**config.mk**
```make
export PLATFORM = sky130hd
export DESIGN_NAME = mem2_stage
export DESIGN_NICKNAME = d
export VERILOG_FILES = /design/src/rtl/mem2_stage.sv
export SDC_FILE = /design/constraint.sdc
export NUM_CORES = 1
export LEC_CHECK = 0
export CORE_AREA = 2 2 177 179
export CTS_CLUSTER_SIZE = 16
export DETAILED_ROUTE_END_ITERATION = 16
export DIE_AREA = 0 0 179 181
export PLACE_DENSITY_LB_ADDON = 0.3
export SLEW_MARGIN = 5
export SYNTH_ARGS = -nofsm -noshare
export SYNTH_HDL_FRONTEND = slang
export SYNTH_SLANG_ARGS = --single-unit
```
**constraint.sdc**
```tcl
create_clock -name clk -period 2.88 [get_ports clk]
set_clock_uncertainty 0.15 [all_clocks]
set_input_delay 0.864 -clock clk [delete_from_list [all_inputs] [get_ports clk]]
set_output_delay 0.864 -clock clk [all_outputs]
set_load 0.05 [all_outputs]
```
**src/rtl/mem2_stage.sv**
```systemverilog
// MEM2 pipeline stage: registers the MEM1 bundle, waits out D-cache load misses,
// drains responses owed to flushed loads, and counts miss-stall cycles.
module mem2_stage #(
  parameter int DW   = 32,
  parameter int CNTW = 32
) (
  input  logic            clk,
  input  logic            rst,
  input  logic            MEM2_Flush,
  input  logic            MEM2_Wr,
  input  logic            MEM_Valid,
  input  logic            MEM_IsLoad,
  input  logic [DW-1:0]   MEM_ALUOut,
  input  logic [DW-1:0]   MEM_PC,
  input  logic [DW-1:0]   MEM_Instr,
  input  logic [DW-1:0]   MEM_OutB,
  input  logic [DW-1:0]   MEM_Result,
  input  logic [2:0]      MEM_LoadType,
  input  logic [1:0]      MEM_WbSel,
  input  logic [4:0]      MEM_Dst,
  input  logic [2:0]      MEM_RegsWrType,
  input  logic            dcache_rvalid,
  input  logic [DW-1:0]   dcache_rdata,
  output logic [DW-1:0]   MEM2_ALUOut,
  output logic [DW-1:0]   MEM2_PC,
  output logic [DW-1:0]   MEM2_Instr,
  output logic [DW-1:0]   MEM2_OutB,
  output logic [DW-1:0]   MEM2_Result,
  output logic [2:0]      MEM2_LoadType,
  output logic [1:0]      MEM2_WbSel,
  output logic [4:0]      MEM2_Dst,
  output logic [2:0]      MEM2_RegsWrType,
  output logic [DW-1:0]   MEM2_DMOut,
  output logic            MEM2_Stall,
  output logic [CNTW-1:0] MEM2_MissCycles
);

  typedef enum logic [1:0] {
    S_IDLE  = 2'd0,
    S_WAIT  = 2'd1,
    S_DRAIN = 2'd2
  } state_t;

  state_t state_q, state_d;

  logic [DW-1:0]   alu_q, pc_q, instr_q, outb_q, result_q, dbuf_q;
  logic [2:0]      ldtype_q, rwt_q;
  logic [1:0]      wbsel_q;
  logic [4:0]      dst_q;
  logic [CNTW-1:0] miss_q;

  logic capture_s, new_load_s, buf_we_s, stall_s;

  // Capture gating, buffer write enable and next-state selection
  always_comb begin
    capture_s  = 1'b0;
    new_load_s = 1'b0;
    buf_we_s   = 1'b0;
    stall_s    = 1'b0;
    state_d    = state_q;
    // A pending miss and an owed drain response both freeze the stage register
    capture_s  = !MEM2_Flush && MEM2_Wr && (state_q != S_DRAIN) &&
                 !((state_q == S_WAIT) && !dcache_rvalid);
    new_load_s = capture_s && MEM_Valid && MEM_IsLoad;
    stall_s    = ((state_q == S_WAIT) || (state_q == S_DRAIN)) && !dcache_rvalid;
    case (state_q)
      S_IDLE: begin
        if (new_load_s) state_d = S_WAIT;
        else            state_d = S_IDLE;
      end
      S_WAIT: begin
        if (!dcache_rvalid) begin
          if (MEM2_Flush) state_d = S_DRAIN;
          else            state_d = S_WAIT;
        end else begin
          buf_we_s = !MEM2_Flush;
          if (new_load_s) state_d = S_WAIT;
          else            state_d = S_IDLE;
        end
      end
      S_DRAIN: begin
        if (dcache_rvalid) state_d = S_IDLE;
        else               state_d = S_DRAIN;
      end
      default: state_d = S_IDLE;
    endcase
  end

  // State, payload, data buffer and stall counter registers
  always_ff @(posedge clk) begin
    if (rst) begin
      state_q  <= S_IDLE;
      alu_q    <= '0;
      pc_q     <= '0;
      instr_q  <= '0;
      outb_q   <= '0;
      result_q <= '0;
      dbuf_q   <= '0;
      ldtype_q <= 3'b000;
      rwt_q    <= 3'b000;
      wbsel_q  <= 2'b00;
      dst_q    <= 5'd0;
      miss_q   <= '0;
    end else begin
      state_q <= state_d;
      if (stall_s) miss_q <= miss_q + {{(CNTW-1){1'b0}}, 1'b1};
      if (buf_we_s) dbuf_q <= dcache_rdata;
      if (MEM2_Flush) begin
        ldtype_q <= 3'b000;
        rwt_q    <= 3'b000;
        wbsel_q  <= 2'b00;
        dst_q    <= 5'd0;
      end else if (capture_s) begin
        alu_q    <= MEM_ALUOut;
        pc_q     <= MEM_PC;
        instr_q  <= MEM_Instr;
        outb_q   <= MEM_OutB;
        result_q <= MEM_Result;
        ldtype_q <= MEM_LoadType;
        rwt_q    <= MEM_RegsWrType & {3{MEM_Valid}};
        wbsel_q  <= MEM_WbSel;
        dst_q    <= MEM_Dst;
      end
    end
  end

  assign MEM2_ALUOut     = alu_q;
  assign MEM2_PC         = pc_q;
  assign MEM2_Instr      = instr_q;
  assign MEM2_OutB       = outb_q;
  assign MEM2_Result     = result_q;
  assign MEM2_LoadType   = ldtype_q;
  assign MEM2_WbSel      = wbsel_q;
  assign MEM2_Dst        = dst_q;
  assign MEM2_RegsWrType = rwt_q;
  assign MEM2_MissCycles = miss_q;
  assign MEM2_Stall      = stall_s;
  // Hit data bypasses the buffer so WB sees it in the response cycle
  assign MEM2_DMOut      = ((state_q == S_WAIT) && dcache_rvalid) ? dcache_rdata : dbuf_q;

endmodule

```
# After elaboration in Yosys (flattened, before gate mapping)
# Index checks and enable logic that the tools add are counted.
# word_totals
reg_bits	239
latchBits	0
ram_bits	0
romBits	0
out_inout_bits	238
word_cells	41
mem_count	0
# classes
add_sub_neg	1
mul	0
n_div	0
order_cmp	0
eq_ne	3
shift	0
muxes	8
bitwise	2
n_reduce_logical	15
# op_table
cell	count
$add 32x1->32 const B	1
$mux 32	1
$logic_and 1x1->1	8
$mux 2	3
$pmux 2 s3	1
$and 3x3->3	1
$logic_not 1->1	3
$mux 1	3
$eq 2x1->1 const B	1
$eq 2x2->1 const B	1
$logic_not 2->1	1
$ne 2x2->1 const B	1
$reduce_and 2->1	1
$reduce_or 2->1	1
$logic_or 1x1->1	1
$not 1->1	1

# Longest topological paths before layout
# Gate-level depths: netlist of the first run.
# logic_depth
ltp_word	9
depth_mapped	9

# Least setup slack after synthesis of the first run
# Ideal clock, no wire load.
# synth_path
path_type	input -> output
from	input dcache_rvalid
to	output MEM2_DMOut[10]
arrival_time_ps	1855
required_ps	1866
path_slack_ps	11
stages	3
n_path_buf	1
path_cell_list	nand2_1 > buf_1 > mux2_2
# synth_via
elab_chain_cells	2
# synth_rtl
item	line_no	text
start: declaration	22	input logic dcache_rvalid,
$logic_and 1x1->1	139	assign MEM2_DMOut = ((state_q == S_WAIT) && dcache_rvalid) ? dcache_rdata : dbuf_q;
$mux 32	139	
end: declaration	33	output logic [DW-1:0] MEM2_DMOut,
# No other way between the ends.

# Worst setup path in the final report of the first run
# layout_path
from	register state_q[1]
to	output MEM2_DMOut[7]
# layout_via
elab_chain_cells	3
# layout_rtl
item	line_no	text
start: declaration	44	state_t state_q, state_d;
start signal: assignment	105	state_q <= state_d;
$eq 2x1->1	139	
$logic_and 1x1->1	139	
$mux 32	139	
# No other way between the ends.

==> results of run 1 <==
path summary, 6_finish.rpt:
kind,slack (ps),end,depth (start not counted),start
worst max-delay path,-80,MEM2_DMOut[7],7,state_q[1]
worst min-delay path,300,MEM2_ALUOut[30],2,MEM2_ALUOut[30]
worst max register to register,550,MEM2_MissCycles[26],8,state_q[1]
worst min register to register,300,MEM2_ALUOut[30],2,MEM2_ALUOut[30]
routing by layer:
metal  up-vias  GRT usage  share of wire
met5         -          0              0
met4         0    0.04813          0.021
met3        53    0.05261          0.089
met2       352     0.3268           0.49
met1      4248     0.2184           0.40
li1       4598          -              -
per-stage QoR:
step	hold slack, ps	cell area, um2
6_report	302.1	15650
5_1_grt	321.3	15650
4_1_cts	303.6	15630
3_5_place_dp	295.3	14350
3_3_place_gp	289.4	14350
2_1_floorplan	282.9	9135
area by class of cell:
type | instances | area, um2
Inverter | 6 | 22.52
Multi-Input combinational cell | 796 | 4129
Sequential cell | 239 | 4787
Fill cell | 2827 | 14700
Tap cell | 396 | 495.5
Timing Repair Buffer | 498 | 5310
Clock buffer | 44 | 842.1
Clock inverter | 7 | 66.31
logic make-up (layout without fill, tap and decap cells):
group	count (synthesis)	in the layout
fa+ha+maj	5	5
mux	53	53
flops	239	239
buf+inv	86	555
simple gates	508	508
compound gates	221	221
xor+xnor	9	9
registers in the layout, indices dropped and copies added (netlist names):
| signal | flops |
|---|---|
| MEM2_ALUOut | 32 |
| MEM2_Dst | 5 |
| MEM2_Instr | 32 |
| MEM2_LoadType | 3 |
| MEM2_MissCycles | 32 |
| MEM2_OutB | 32 |
| MEM2_PC | 32 |
| MEM2_RegsWrType | 3 |
| MEM2_Result | 32 |
| MEM2_WbSel | 2 |
| dbuf_q | 32 |
| state_q | 2 |
power by group through the flow:
stage	sequential (mW)	combinational [mW]	clock [mW]
5_1_grt	3.49	1.40	3.69
6_report	3.47	1.32	3.48
3_3_place_gp	3.54	1.31	0
4_1_cts	3.48	1.33	3.57
2_1_floorplan	3.92	0.277	0
3_5_place_dp	3.55	1.31	0
synthesized netlist by cell type (2+ instances only):
library cell | instances | area, um2
a21oi_1 | 208 | 1041
and3_1 | 3 | 18.77
and4_1 | 5 | 43.79
buf_1 | 5 | 18.77
buf_2 | 21 | 105.1
buf_6 | 2 | 22.52
clkbuf_1 | 52 | 195.2
dfxtp_1 | 239 | 4785
ha_1 | 5 | 62.56
inv_1 | 6 | 22.52
mux2_2 | 42 | 473.0
mux2i_1 | 11 | 110.1
nand2_1 | 404 | 1516
nand3_1 | 13 | 65.06
nand4_1 | 3 | 18.77
nor2_1 | 32 | 120.1
nor2b_1 | 12 | 75.07
nor3_1 | 3 | 15.01
nor4_1 | 9 | 56.30
o21ai_0 | 3 | 15.01
o31ai_1 | 9 | 67.56
or2_2 | 2 | 12.51
or3_1 | 3 | 18.77
or4_1 | 9 | 67.56
xnor2_1 | 3 | 26.28
xor2_1 | 6 | 52.55
worst max-delay path, cell delays in order, from the launching register on:
cell     delay (ps)
dfxtp_2         320
inv_2            70
ha_4            170
nand2_8          80
buf_12          140
buf_16          140
mux2_4          320
buf_12          150
timing repair:
| item | CTS | global route |
|---|---|---|
| resized for setup | 74 | 16 |
| pin swaps | 2 | 0 |
| gates cloned | 3 | 0 |
| endpoints found under the setup margin | 35 | 39 |
| setup buffers | 6 | 1 |
==> impl_metrics.env, run 1 <==
export IMPL_outcome="finished, violations left"
export IMPL_violations="setup timing"
export IMPL_power_density_nw_per_um2=528.8
export IMPL_grt_pass1_wl_um=48300
export IMPL_worstMarginPinSlew_ps=614.3
export IMPL_rsz0062_at_grt="true"
export IMPL_synthArstFlopShare=0
export IMPL_worst_slack_ps=-78.11
export IMPL_num_rows=64
export IMPL_wl_per_cell_um=16.07
export IMPL_clk_pin_slew_ps=60
export IMPL_pwr_share_clk=0.420
export IMPL_start_kind="register"
export IMPL_dp_cells=1927
export IMPL_hp_class="register to register"
export IMPL_ys_seq_area_frac=0.5238
export IMPL_dp_hpwl_um=22510
export IMPL_cts_tree="done"
export IMPL_synth_area_um2=9135
export IMPL_antenna_cells=0
export IMPL_hold_buffers=0
export IMPL_slew_viol_final=0
export IMPL_clk_latency_ps=530
export IMPL_finalHoldViolations=0
export IMPL_grt_max_degree=73
export IMPL_synth_edff_count=0
export IMPL_yosys_warnings=0
export IMPL_min_period_over_period=1.027
export IMPL_firstDrtPassIters=4
export IMPL_p_total_mw=8.277
export IMPL_fin_crit_ps=2958
export IMPL_synth_adder_area_share=0.006848
export IMPL_syn_to_final_growth_pct=71.35
export IMPL_cts_sinks=239
export IMPL_setup_violations=18
export IMPL_die_w_um=179
export IMPL_seqPwrFrac=0.420
export IMPL_boundaryPins=450
export IMPL_final_cell_mix="404 x clkdlybuf4s50_1, 403 x nand2_1, 237 x dfxtp_1, 208 x a21oi_1, 31 x nor2_1"
export IMPL_antenna_found_initial=0
export IMPL_viasPerCell=4.658
export IMPL_dieHeight_um=181
export IMPL_critical_path_class="register to output pin"
export IMPL_synth_mux_area_frac=0.06383
export IMPL_arrival_ps=1940
export IMPL_overflow=0
export IMPL_synthesis_nets=1338
export IMPL_num_vias=9251
export IMPL_ant_nets=0
export IMPL_syn_avg_cell_area_um2=8.149
export IMPL_wl_um=31910
export IMPL_setup_tns_ps=-1053
export IMPL_die_area_um2=32400
export IMPL_p_sw_mw=2.195
export IMPL_synth_top_family_by_area="simple AND/OR/NAND/NOR gates"
export IMPL_layout_commonest_cell="clkdlybuf4s50_1"
export IMPL_clock_root_buffer="clkbuf_16"
export IMPL_crit_path_end_kind="output pin"
export IMPL_grt_usage=0.1853
export IMPL_synth_xor_area_share=0.008629
export IMPL_dpl_worst_slack_ps=-318.4
export IMPL_core_area_um2=30350
export IMPL_clockBufferDepth=3
export IMPL_synthCells=1121
export IMPL_gp_congestion=0.7900
export IMPL_max_slew_margin_rel=0.5905
export IMPL_fmax_mhz=338.1
export IMPL_maxCapViolations=0
export IMPL_drive_above_1_share=0.1164
export IMPL_internal_power_mw=6.082
export IMPL_final_nets=1786
export IMPL_ys_ff_latch=239
export IMPL_htree_num_levels=1
export IMPL_peakVddDrop_uv=419.1
export IMPL_synthSimpleGateAreaFrac=0.2328
export IMPL_fin_util=0.5157
export IMPL_cts_buffers=28
export IMPL_p_comb_frac=0.160
export IMPL_crit_fanout=8
export IMPL_io_buffers=449
export IMPL_required_ps=1870
export IMPL_grt_pass1_vias=8941
export IMPL_synth_distinct_cells=37
export IMPL_synth_compound_area_share=0.1242
export IMPL_leakagePower_nw=5.947
export IMPL_stdcell_count=1986
export IMPL_start_util=0.3010
export IMPL_drt_iter0_drc=426
export IMPL_route_detailed_drc=0
export IMPL_switching_share=0.2652
export IMPL_synth_main_ff_cell="dfxtp_1"
Power figures use the tool's default switching activity.
==> run 2, diff against run 1 <==
GPL_ROUTABILITY_DRIVEN = 0   (was not set)
==> results of run 2 <==
Final layout, timing and power as in run 1 (identical DEF).
==> run 3, diff against run 2 <==
CORE_AREA = not set   (was 2 2 177 179)
CORE_MARGIN = 2   (was not set)
CORE_UTILIZATION = 25   (was not set)
DIE_AREA = not set   (was 0 0 179 181)
==> impl_metrics.env, run 3 (same netlist as run 1, synthesis figures left out) <==
export IMPL_dieHeight_um=195.2
export IMPL_viasPerCell=4.511
export IMPL_crit_path_end_kind="output pin"
export IMPL_start_kind="register"
export IMPL_switching_share=0.2658
export IMPL_htree_num_levels=1
export IMPL_power_density_nw_per_um2=519.5
export IMPL_max_slew_margin_rel=0.5966
export IMPL_overflow=0
export IMPL_rsz0062_at_grt="true"
export IMPL_slew_viol_final=0
export IMPL_fmax_mhz=344.4
export IMPL_worstMarginPinSlew_ps=603.3
export IMPL_stdcell_count=2050
export IMPL_dp_hpwl_um=22810
export IMPL_die_w_um=195.2
export IMPL_leakagePower_nw=5.850
export IMPL_p_sw_mw=2.157
export IMPL_fin_crit_ps=2904
export IMPL_maxCapViolations=0
export IMPL_wl_per_cell_um=15.79
export IMPL_final_area_um2=15620
export IMPL_clk_latency_ps=540
export IMPL_p_comb_frac=0.162
export IMPL_fin_util=0.4308
export IMPL_pwr_share_clk=0.410
export IMPL_ant_nets=0
export IMPL_firstDrtPassIters=5
export IMPL_arrival_ps=1890
export IMPL_fillers=3541
export IMPL_num_vias=9248
export IMPL_boundaryPins=450
export IMPL_peakVddDrop_uv=377.7
export IMPL_cts_buffers=27
export IMPL_dpl_cell_area_um2=14320
export IMPL_clk_pin_slew_ps=50
export IMPL_layout_commonest_cell="clkdlybuf4s50_1"
export IMPL_critical_path_class="register to output pin"
export IMPL_syn_to_final_growth_pct=71.00
export IMPL_io_buffers=449
export IMPL_antenna_found_initial=1
export IMPL_num_rows=70
export IMPL_clock_root_buffer="clkbuf_16"
export IMPL_drt_iter0_drc=434
export IMPL_finalHoldViolations=0
export IMPL_setup_violations=8
export IMPL_final_cell_mix="407 x clkdlybuf4s50_1, 403 x nand2_1, 237 x dfxtp_1, 208 x a21oi_1"
export IMPL_crit_fanout=8
export IMPL_min_period_over_period=1.008
export IMPL_grt_pass1_wl_um=49310
export IMPL_hold_buffers=0
export IMPL_grt_pass1_vias=8828
export IMPL_cts_tree="done"
export IMPL_start_util=0.2519
export IMPL_grt_usage=0.1605
export IMPL_wl_um=32360
export IMPL_drive_above_1_share=0.1113
export IMPL_core_area_um2=36260
export IMPL_hp_class="register to register"
export IMPL_seqPwrFrac=0.428
export IMPL_antenna_cells=0
export IMPL_internal_power_mw=5.959
export IMPL_final_nets=1779
export IMPL_outcome="finished, violations left"
export IMPL_grt_max_degree=81
export IMPL_clockBufferDepth=3
export IMPL_route_detailed_drc=0
export IMPL_worst_slack_ps=-23.92
export IMPL_required_ps=1870
export IMPL_violations="setup timing"
export IMPL_dp_cells=1993
export IMPL_cts_sinks=239
export IMPL_die_area_um2=38090
run 3: layout make-up:
type	count	area (um2)	share of cell area
Clock inverter	5	53.80	0.003444
Sequential cell	239	4790	0.3066
Clock buffer	44	799.5	0.05118
Tap cell	468	585.6	0.03749
Inverter	6	22.52	0.001442
Timing Repair Buffer	492	5219	0.3341
Multi-Input combinational cell	796	4151	0.2658
run 3: final timing paths:
kind	start	cells past startpoint	slack (ps)	to
max	state_q[1]	6	-20	MEM2_DMOut[21]
max reg2reg	state_q[1]	9	600	MEM2_MissCycles[18]
min	MEM2_ALUOut[16]	2	300	MEM2_ALUOut[16]
min reg2reg	MEM2_ALUOut[16]	2	300	MEM2_ALUOut[16]
run 3: routing by layer:
| metal | vias up | part of all wire | global-route usage | routed length (um) |
|---|---|---|---|---|
| li1 | 4584 | - | - | - |
| met1 | 4237 | 0.42 | 0.1961 | 13620 |
| met2 | 374 | 0.47 | 0.2698 | 15130 |
| met3 | 51 | 0.086 | 0.04888 | 2772 |
| met4 | 2 | 0.025 | 0.05089 | 818 |
| met5 | - | 0.00040 | 0 | 13 |
run 3: power groups by stage:
stage / registers [mW] / clock network [mW] / logic [mW]
after detailed placement: 3.55 / 0 / 1.30
final: 3.47 / 3.33 / 1.31
after global routing: 3.49 / 3.56 / 1.39
after CTS: 3.47 / 3.42 / 1.32
after global placement: 3.54 / 0 / 1.30
after floorplan: 3.92 / 0 / 0.277
run 3: worst max-delay path, cell delays in order (launching register included):
cell and delay (ps):
dfxtp_2 330, inv_2 50, ha_4 170, nand2_8 130, clkbuf_16 190, mux2_4 320, buf_12 150
run 3: through the flow:
stage	total power [mW]	hold slack (ps)	setup TNS [ps]	setup WS, ps
2_1_floorplan	4.198	282.9	0	10.57
3_3_place_gp	4.838	291.5	-29570	-304.5
3_5_place_dp	4.847	295.3	-30820	-319.5
4_1_cts	8.217	304.0	-2711	-130.0
5_1_grt	8.439	317.9	-1630	-81.88
6_report	8.116	301.3	-175.2	-23.92
run 3: timing repair:
action / in CTS / in global routing
gates resized for setup: 76 / 26
setup buffers: 7 / 0
pin swaps: 1 / 2
cloned: 3 / 1
setup endpoints to repair: 35 / 38
